### src/rtl/spram_pkg.sv
// Shared types and defaults for the single-port RAM burst master.
package spram_pkg;

   localparam int DW_DEF     = 8;
   localparam int AW_DEF     = 6;
   localparam int RD_LAT_MIN = 0;
   localparam int RD_LAT_MAX = 1;

   typedef enum logic [1:0] {
      IDLE  = 2'd0,
      WRITE = 2'd1,
      READ  = 2'd2,
      DRAIN = 2'd3
   } state_t;

endpackage

### src/rtl/spram_rd_fifo.sv
// Small synchronous FIFO buffering RAM read data for the read stream.
module spram_rd_fifo #(
   parameter int DW    = 8,
   parameter int DEPTH = 2
) (
   input  logic                       clk,
   input  logic                       rst_n,
   input  logic                       push,
   input  logic [DW-1:0]              push_data,
   input  logic                       pop,
   output logic [DW-1:0]              pop_data,
   output logic                       full,
   output logic                       empty,
   output logic [$clog2(DEPTH+1)-1:0] count
);

   localparam int PW = (DEPTH > 1) ? $clog2(DEPTH) : 1;
   localparam int CW = $clog2(DEPTH + 1);

   logic [DW-1:0] r_mem [DEPTH];
   logic [PW-1:0] r_wr_ptr;
   logic [PW-1:0] r_rd_ptr;
   logic [CW-1:0] r_count;

   function automatic logic [PW-1:0] ptr_inc(input logic [PW-1:0] p);
      return (p == PW'(DEPTH - 1)) ? '0 : p + PW'(1);
   endfunction

   // Storage write; the caller never pushes into a full buffer without popping.
   // NOTE: the data array has no reset; only pointers and count need a known state.
   always_ff @(posedge clk) begin
      if (push) r_mem[r_wr_ptr] <= push_data;
   end

   // Pointer and occupancy bookkeeping.
   // NOTE: all sequential state uses non-blocking assignments so every register samples pre-edge values.
   always_ff @(posedge clk or negedge rst_n) begin
      if (!rst_n) begin
         r_wr_ptr <= '0;
         r_rd_ptr <= '0;
         r_count  <= '0;
      end else begin
         if (push) r_wr_ptr <= ptr_inc(r_wr_ptr);
         if (pop)  r_rd_ptr <= ptr_inc(r_rd_ptr);
         case ({push, pop})
            2'b10:   r_count <= r_count + CW'(1);
            2'b01:   r_count <= r_count - CW'(1);
            default: r_count <= r_count;
         endcase
      end
   end

   assign pop_data = r_mem[r_rd_ptr];
   assign full     = (r_count == CW'(DEPTH));
   assign empty    = (r_count == '0);
   assign count    = r_count;

endmodule

### src/rtl/spram_burst_master.sv
// Burst initiator for a single-port RAM: command port, write stream in, read stream out.
module spram_burst_master
   import spram_pkg::*;
#(
   parameter int DW         = DW_DEF,
   parameter int AW         = AW_DEF,
   parameter int RD_LAT     = RD_LAT_MAX,
   parameter int OBUF_DEPTH = 2
) (
   input  logic          clk,
   input  logic          rst_n,
   input  logic          cmd_valid,
   output logic          cmd_ready,
   input  logic          cmd_write,
   input  logic [AW-1:0] cmd_addr,
   input  logic [AW-1:0] cmd_len,
   input  logic          wr_valid,
   output logic          wr_ready,
   input  logic [DW-1:0] wr_data,
   output logic          rd_valid,
   input  logic          rd_ready,
   output logic [DW-1:0] rd_data,
   output logic          busy,
   output logic [AW-1:0] ram_addr,
   output logic [DW-1:0] ram_data,
   output logic          ram_we,
   input  logic [DW-1:0] ram_out
);

   localparam int OCW = $clog2(OBUF_DEPTH + 1);
   localparam int CRW = $clog2(OBUF_DEPTH + RD_LAT + 1) + 1;

   state_t         r_state, w_next;
   logic [AW-1:0]  r_addr, r_cnt, r_last_addr;
   logic           w_wr_acc, w_issue, w_step;
   logic           w_push, w_pop, w_full, w_empty, w_credit_ok;
   logic [OCW-1:0] w_occ;
   logic [CRW-1:0] w_inflight, w_credit;

   // State register; reset aborts any burst and drops ram_we at once.
   always_ff @(posedge clk or negedge rst_n) begin
      if (!rst_n) r_state <= IDLE;
      else        r_state <= w_next;
   end

   // Next state and handshake/RAM strobes.
   // NOTE: every output of this block gets a default first so no latch is inferred.
   always_comb begin
      w_next    = r_state;
      cmd_ready = 1'b0;
      wr_ready  = 1'b0;
      ram_we    = 1'b0;
      w_wr_acc  = 1'b0;
      w_issue   = 1'b0;
      case (r_state)
         IDLE: begin
            cmd_ready = 1'b1;
            if (cmd_valid) w_next = cmd_write ? WRITE : READ;
         end
         WRITE: begin
            wr_ready = 1'b1;
            ram_we   = wr_valid;
            w_wr_acc = wr_valid;
            if (wr_valid && r_cnt == '0) w_next = IDLE;
         end
         READ: begin
            w_issue = w_credit_ok;
            if (w_credit_ok && r_cnt == '0) w_next = DRAIN;
         end
         DRAIN: begin
            if (w_inflight == '0 && w_empty) w_next = IDLE;
         end
         default: w_next = IDLE;
      endcase
   end

   assign w_step = w_wr_acc | w_issue;

   // Burst address/count; r_last_addr keeps ram_addr steady outside active states.
   always_ff @(posedge clk or negedge rst_n) begin
      if (!rst_n) begin
         r_addr      <= '0;
         r_cnt       <= '0;
         r_last_addr <= '0;
      end else if (cmd_ready && cmd_valid) begin
         r_addr <= cmd_addr;
         r_cnt  <= cmd_len;
      end else if (w_step) begin
         r_addr      <= r_addr + AW'(1);
         r_cnt       <= r_cnt - AW'(1);
         r_last_addr <= r_addr;
      end
   end

   // Read tag pipeline: a tag leaving the end marks valid ram_out this cycle.
   if (RD_LAT == 0) begin : g_lat0
      assign w_push     = w_issue;
      assign w_inflight = '0;
   end else begin : g_latn
      logic [RD_LAT-1:0] r_tag;

      // Shift issued-read markers in step with the RAM's read pipeline.
      always_ff @(posedge clk or negedge rst_n) begin
         if (!rst_n) begin
            r_tag <= '0;
         end else begin
            r_tag[0] <= w_issue;
            for (int i = 1; i < RD_LAT; i++) r_tag[i] <= r_tag[i-1];
         end
      end

      // Count reads that have been issued but not yet landed in the buffer.
      always_comb begin
         w_inflight = '0;
         for (int i = 0; i < RD_LAT; i++) w_inflight = w_inflight + CRW'(r_tag[i]);
      end

      assign w_push = r_tag[RD_LAT-1];
   end

   // Only issue when the buffer is guaranteed room for every read in flight.
   assign w_pop       = ~w_empty & rd_ready;
   assign w_credit    = CRW'(w_occ) + w_inflight - CRW'(w_pop);
   assign w_credit_ok = (w_credit < CRW'(OBUF_DEPTH));

   spram_rd_fifo #(
      .DW    (DW),
      .DEPTH (OBUF_DEPTH)
   ) u_fifo (
      .clk       (clk),
      .rst_n     (rst_n),
      .push      (w_push),
      .push_data (ram_out),
      .pop       (w_pop),
      .pop_data  (rd_data),
      .full      (w_full),
      .empty     (w_empty),
      .count     (w_occ)
   );

   a_no_overflow: assert property (@(posedge clk) disable iff (!rst_n) w_push |-> (!w_full || w_pop));

   assign rd_valid = ~w_empty;
   assign busy     = (r_state != IDLE);
   assign ram_addr = (r_state == WRITE || r_state == READ) ? r_addr : r_last_addr;
   assign ram_data = wr_data;

endmodule

### config.mk
export PLATFORM = sky130hd
export DESIGN_NAME = spram_burst_master
export DESIGN_NICKNAME = d
export VERILOG_FILES = /design/src/rtl/spram_pkg.sv /design/src/rtl/spram_rd_fifo.sv /design/src/rtl/spram_burst_master.sv
export SDC_FILE = /design/constraint.sdc
export NUM_CORES = 1
export LEC_CHECK = 0
export CORE_MARGIN = 3
export CORE_UTILIZATION = 51
export DETAILED_ROUTE_END_ITERATION = 7
export GPL_TIMING_DRIVEN = 0
export PLACE_DENSITY = 0.85
export SLEW_MARGIN = 30
export SYNTH_ARGS = -nofsm -noshare
export SYNTH_HDL_FRONTEND = slang
export SYNTH_HIERARCHICAL = 1
export SYNTH_SLANG_ARGS = --single-unit
### constraint.sdc
create_clock -name clk -period 5.07 [get_ports clk]
set_input_delay 0.507 -clock clk [delete_from_list [all_inputs] [get_ports clk]]
set_output_delay 0.507 -clock clk [all_outputs]
set_load 0.01 [all_outputs]
# Word level (Yosys, flattened, before mapping)
# Memories as Yosys holds them, arrays and structs flattened.
# Index checks and enable logic that the tools add are counted.
[word_totals]
regBits = 25
ramBits = 16
input_bits = 34
elab_cells = 65
n_memories = 1
[op_classes]
addsub = 8
n_lt_le_gt_ge = 1
n_eq_ne = 9
mux = 20
bitwise_logic = 4
reduce_logical = 14
[memory_table]
columns = ["name", "words", "width", "rd", "rd_clocked_by_memory_dff", "wr", "line_no", "text"]
rows = [
  ["u_fifo.r_mem", 2, 8, 1, 0, 1, "spram_rd_fifo.sv:20", "logic [DW-1:0] r_mem [DEPTH];"],
]
[ops]
columns = ["op", "count"]
rows = [
  ["6-bit 2-to-1 mux", 5],
  ["2-bit 2-to-1 mux", 5],
  ["1-bit 2-to-1 mux", 8],
  ["2-bit inequality test, second input constant", 4],
  ["2-bit one-hot mux with 4 select lines", 1],
  ["6-bit by 1-bit adder with 6-bit output, second input constant", 1],
  ["2-bit equality test, second input constant", 3],
  ["6-bit logical NOT", 1],
  ["2-bit nonzero test", 3],
  ["6-bit by 1-bit subtractor with 6-bit output, second input constant", 1],
  ["2-bit by 1-bit equality test with 1-bit output, second input constant", 2],
  ["1-bit logical AND", 4],
  ["2-bit logical NOT", 2],
  ["2-bit one-hot mux with 2 select lines", 1],
  ["4-bit AND reduction", 1],
  ["2-bit by 1-bit adder with 3-bit output", 1],
  ["3-bit logical NOT", 1],
  ["3-bit by 2-bit less-than comparator with 1-bit output, second input constant", 1],
  ["3-bit by 1-bit subtractor with 3-bit output", 1],
  ["1-bit adder, second input constant", 2],
  ["2-bit by 1-bit adder with 2-bit output, second input constant", 1],
  ["1-bit inverter", 2],
  ["2-bit AND reduction", 1],
  ["2-bit by 1-bit subtractor with 2-bit output, second input constant", 1],
  ["other kinds (3)", 3],
]

# Longest topological paths before layout
[logic_depth]
word_depth = 9
depth_mapped = 9
mapped_depth_nobuf = 9

# Modules after synthesis
# The synthesis kept the hierarchy.
[modules_own_cells]
columns = ["module", "n_inst", "cells_each", "area_each_um2", "seq_area_each_um2"]
rows = [
  ["spram_burst_master", 1, 148, 1395.1, 525.5],
  ["spram_rd_fifo", 1, 41, 762.0, 580.6],
]

# Worst setup path before layout
# OpenSTA, ideal clock, no wires.
[synth_timing]
path_type = "input port to flip-flop"
from = "in rd_ready"
to = "reg r_last_addr[0]"
arrival_ns = 2.640
path_slack_ns = 2.305
path_stages = 8
n_path_buf = 0
path_cell_list = "nor2b_1 ha_1 nand2b_1 fa_1 xor2_1 o21ai_2 nand2_2 mux2_2"
[synth_via]
elab_chain_len = 6
[synth_lines]
columns = ["element", "line_no", "text"]
rows = [
  ["start, declared", "spram_burst_master.sv:21", "input logic rd_ready,"],
  ["1-bit AND", "spram_burst_master.sv:122", "assign w_pop = ~w_empty & rd_ready;"],
  ["3-bit by 1-bit subtractor with 3-bit output", "spram_burst_master.sv:123", "assign w_credit = CRW'(w_occ) + w_inflight - CRW'(w_pop);"],
  ["3-bit by 2-bit less-than comparator with 1-bit output", "spram_burst_master.sv:124", "assign w_credit_ok = (w_credit < CRW'(OBUF_DEPTH));"],
  ["1-bit 2-to-1 mux", "spram_burst_master.sv:55", "case (r_state)"],
  ["1-bit bitwise OR", "spram_burst_master.sv:77", "assign w_step = w_wr_acc | w_issue;"],
  ["2-bit AND reduction (no source line)", "n/a", ""],
  ["end signal, assigned", "spram_burst_master.sv:91", "r_last_addr <= r_addr;"],
  ["end, declared", "spram_burst_master.sv:34", "logic [AW-1:0] r_addr, r_cnt, r_last_addr;"],
]
# Every way passes these cells.
# A chain may end at the register's enable or synchronous reset.

# Worst setup path in the final report
[layout_timing]
from = "in rd_ready"
to = "reg r_last_addr[1]"
[layout_via]
elab_chain_len = 6
[layout_lines]
columns = ["element", "line_no", "text"]
rows = [
  ["1-bit AND", "spram_burst_master.sv:122", ""],
  ["via w_pop", "spram_burst_master.sv:36", "logic w_push, w_pop, w_full, w_empty, w_credit_ok;"],
  ["3-bit by 1-bit subtractor with 3-bit output", "spram_burst_master.sv:123", ""],
  ["3-bit by 2-bit less-than comparator with 1-bit output", "spram_burst_master.sv:124", ""],
  ["1-bit 2-to-1 mux", "spram_burst_master.sv:55", ""],
  ["1-bit bitwise OR", "spram_burst_master.sv:77", ""],
  ["2-bit AND reduction (no source line)", "n/a", ""],
]
# The timed path passes the listed nets, and every way through them passes these cells.

==> results.cfg <==
[placement]
hpwl_um = 3330
routabilityCongestion = 0.764
dpl.cell_count = 288
place_area_mm2 = 0.00272
port_buffers = 52

[global_route]
antenna_found_initial = 0
grt_max_degree = 26
grt_pass1_wl_um = 7910
use_met2_pct = 32.7
grt_use_met1_pct = 25.6
grtUsageTotal_pct = 19.8
grt_overflow_total = 0
grt_use_met3_pct = 5.11
top_usage_layer = met2
grt_pass1_vias = 1685

[worst_setup_path]
critPathKind = input port to register
arrival_ns = 3.52
end_kind = register
slowest_delay_ns = 0.56
critPathMaxFanout = 9
crit_required_ns = 5.26
start_kind = input port
crit_chain = clkdlybuf4s50_1 > nor2b_1 > ha_1 > nand2b_1 > fa_1 > xor2_1 > o21ai_2 > nand2_2 > mux2_2
slowest_stage = xor2_1

[synth]
avgSynthCellArea_um2 = 11.4
ys_warn_count = 6
netlist_area_mm2 = 0.00215
syn-num-nets = 232
syn_inst = 188

[status]
status = finished clean

[final_layout]
fin_area_mm2 = 0.00281
diodes = 0
stdcell_count = 296
multi_input_area_um2 = 925
syn_to_final_growth_pct = 30.8
fin_util_pct = 72.9
fillers = 300
seq_area_mm2 = 0.00111
nNetsFinal = 291
drive_above_1_share_pct = 18.5

[sta]
slew_headroom_pct = 55.1
setup_viol = 0
fin_crit_ns = 3.33
drv_slew = 0
fmax_ghz = 0.300
final-hold-violation-count = 0
skew_ns = 0.00689
setup_tns_ns = 0
worst-slew-pin-transition_ns = 0.671
grt_setup_unrepaired = false
min_period_over_period_pct = 65.7

[pwr]
switching_share_pct = 38.3
share_seq_of_total_power_pct = 33.8
p_clk_share_pct = 12.8
power.density_mw_per_mm2 = 583
power_frac_comb_pct = 53.4
p_leak_uw = 0.00111
ir_drop_v = 0.000325
p_total_uw = 1640
switching_power_uw = 627
internal-power_uw = 1010

[clocking]
cts_setup_buffers = 0
cts_sinks = 41
htreeDepth = 2
clock_path_buffers = 2
cts-root-buf = clkbuf_8
cts_buffers = 5
clk_pin_slew_ns = 0.08
cts_resized = 0
ctsHoldBuffers = 0
cts_tree = done
insertion_delay_ns = 0.29

[routing]
wl_um = 4570
vias_per_cell = 5.42
wl_per_cell_um = 15.4
drt_iter0_drc = 84
detail-route-antenna-nets = 0
dr.pass1.iters = 5
drc_errors = 0
num_vias = 1603

[floorplanning]
die_h_um = 70.9
die_area_mm2 = 0.00503
core.rowCount = 22
die_w_um = 70.9
placeableCoreArea_mm2 = 0.00385
initial_core_util_pct = 55.7
num_io_pins = 61

[hold_path]
hold_class = input port to asynchronous set/reset pin

[flow_run]
drv_cap = 0
critical path, delay by kind of cell:
kind	cells	cell delay [ns]
multiplexers	1	0.36
AND/OR/NAND/NOR	3	0.67
XOR/XNOR	1	0.56
adder cells (fa/ha/maj)	2	0.68
AO/OA/AOI/OAI	1	0.30
buffers and inverters	1	0.44
layout make-up:
class                      instances  share of cell area [%]
multi-input combinational        124                    32.9
buffer                            13                    2.85
timing repair buffer              52                    18.3
clock inverter                     3                   0.623
tap                               48                    2.14
inverter                          10                    1.34
clock buffer                       5                    2.45
sequential                        41                    39.4
state kept, by name (all words and copies together), names as in the netlist:
signal / count
u_fifo/r_mem: 16
r_cnt: 6
r_addr: 6
u_fifo/count: 2
g_latn.r_tag: 1
r_state: 2
u_fifo/r_rd_ptr: 1
r_last_addr: 6
u_fifo/r_wr_ptr: 1
layer usage:
layer	part of all wire (%)	wire, µm	up-vias
met2	49	2250	53
li1	-	-	780
met4	1.3	61	0
met3	5.3	240	8
met1	44	2020	762
met5	0	0	-
cell usage in the layout (no fill, tap or decap), types with 2 or more instances in the layout:
cell / count
buf_4: 8
clkbuf_1: 4
and2_1: 2
or4_1: 2
o2bb2ai_1: 2
o21ai_0: 5
mux2_2: 23
edfxtp_1: 16
inv_1: 10
xor2_1: 4
and3_1: 5
nor2_1: 9
nand3_1: 8
clkbuf_8: 5
xnor2_1: 6
nand2_1: 18
nor3_1: 5
a31oi_1: 2
o2111ai_1: 4
clkdlybuf4s50_1: 51
ha_1: 9
a21oi_1: 5
buf_2: 2
clkinv_2: 2
dfrtp_1: 25
or2_2: 2
through the flow:
| stage | hold slack [ns] | setup slack, ns |
|---|---|---|
| after floorplan | 0.211 | 2.31 |
| after global placement | 0.477 | 1.50 |
| after detailed placement | 0.489 | 1.49 |
| after CTS | 0.210 | 1.76 |
| after global routing | 0.233 | 1.56 |
| final | 0.203 | 1.74 |
power groups by stage:
stage | Clock, µW | Combinational, µW | Sequential (µW)
2_1_floorplan | 0 | 576 | 533
3_3_place_gp | 0 | 854 | 553
3_5_place_dp | 0 | 869 | 559
4_1_cts | 216 | 881 | 554
5_1_grt | 230 | 967 | 570
6_report | 210 | 875 | 554
final timing paths:
path / startpoint / to / slack, ns / cells past startpoint
worst max register to register: u_fifo/count[1] / r_last_addr[1] / 1.84 / 9
worst min register to register: u_fifo/r_wr_ptr / u_fifo/r_wr_ptr / 0.50 / 1
min in group clk: u_fifo/r_wr_ptr / u_fifo/r_wr_ptr / 0.50 / 1
worst max-delay path: rd_ready / r_last_addr[1] / 1.74 / 9
worst min-delay path: rst_n / r_last_addr[1] / 0.20 / 1
max in group asynchronous: rst_n / u_fifo/r_rd_ptr / 4.48 / 1
Note: power is estimated with default switching activity, not from simulation.
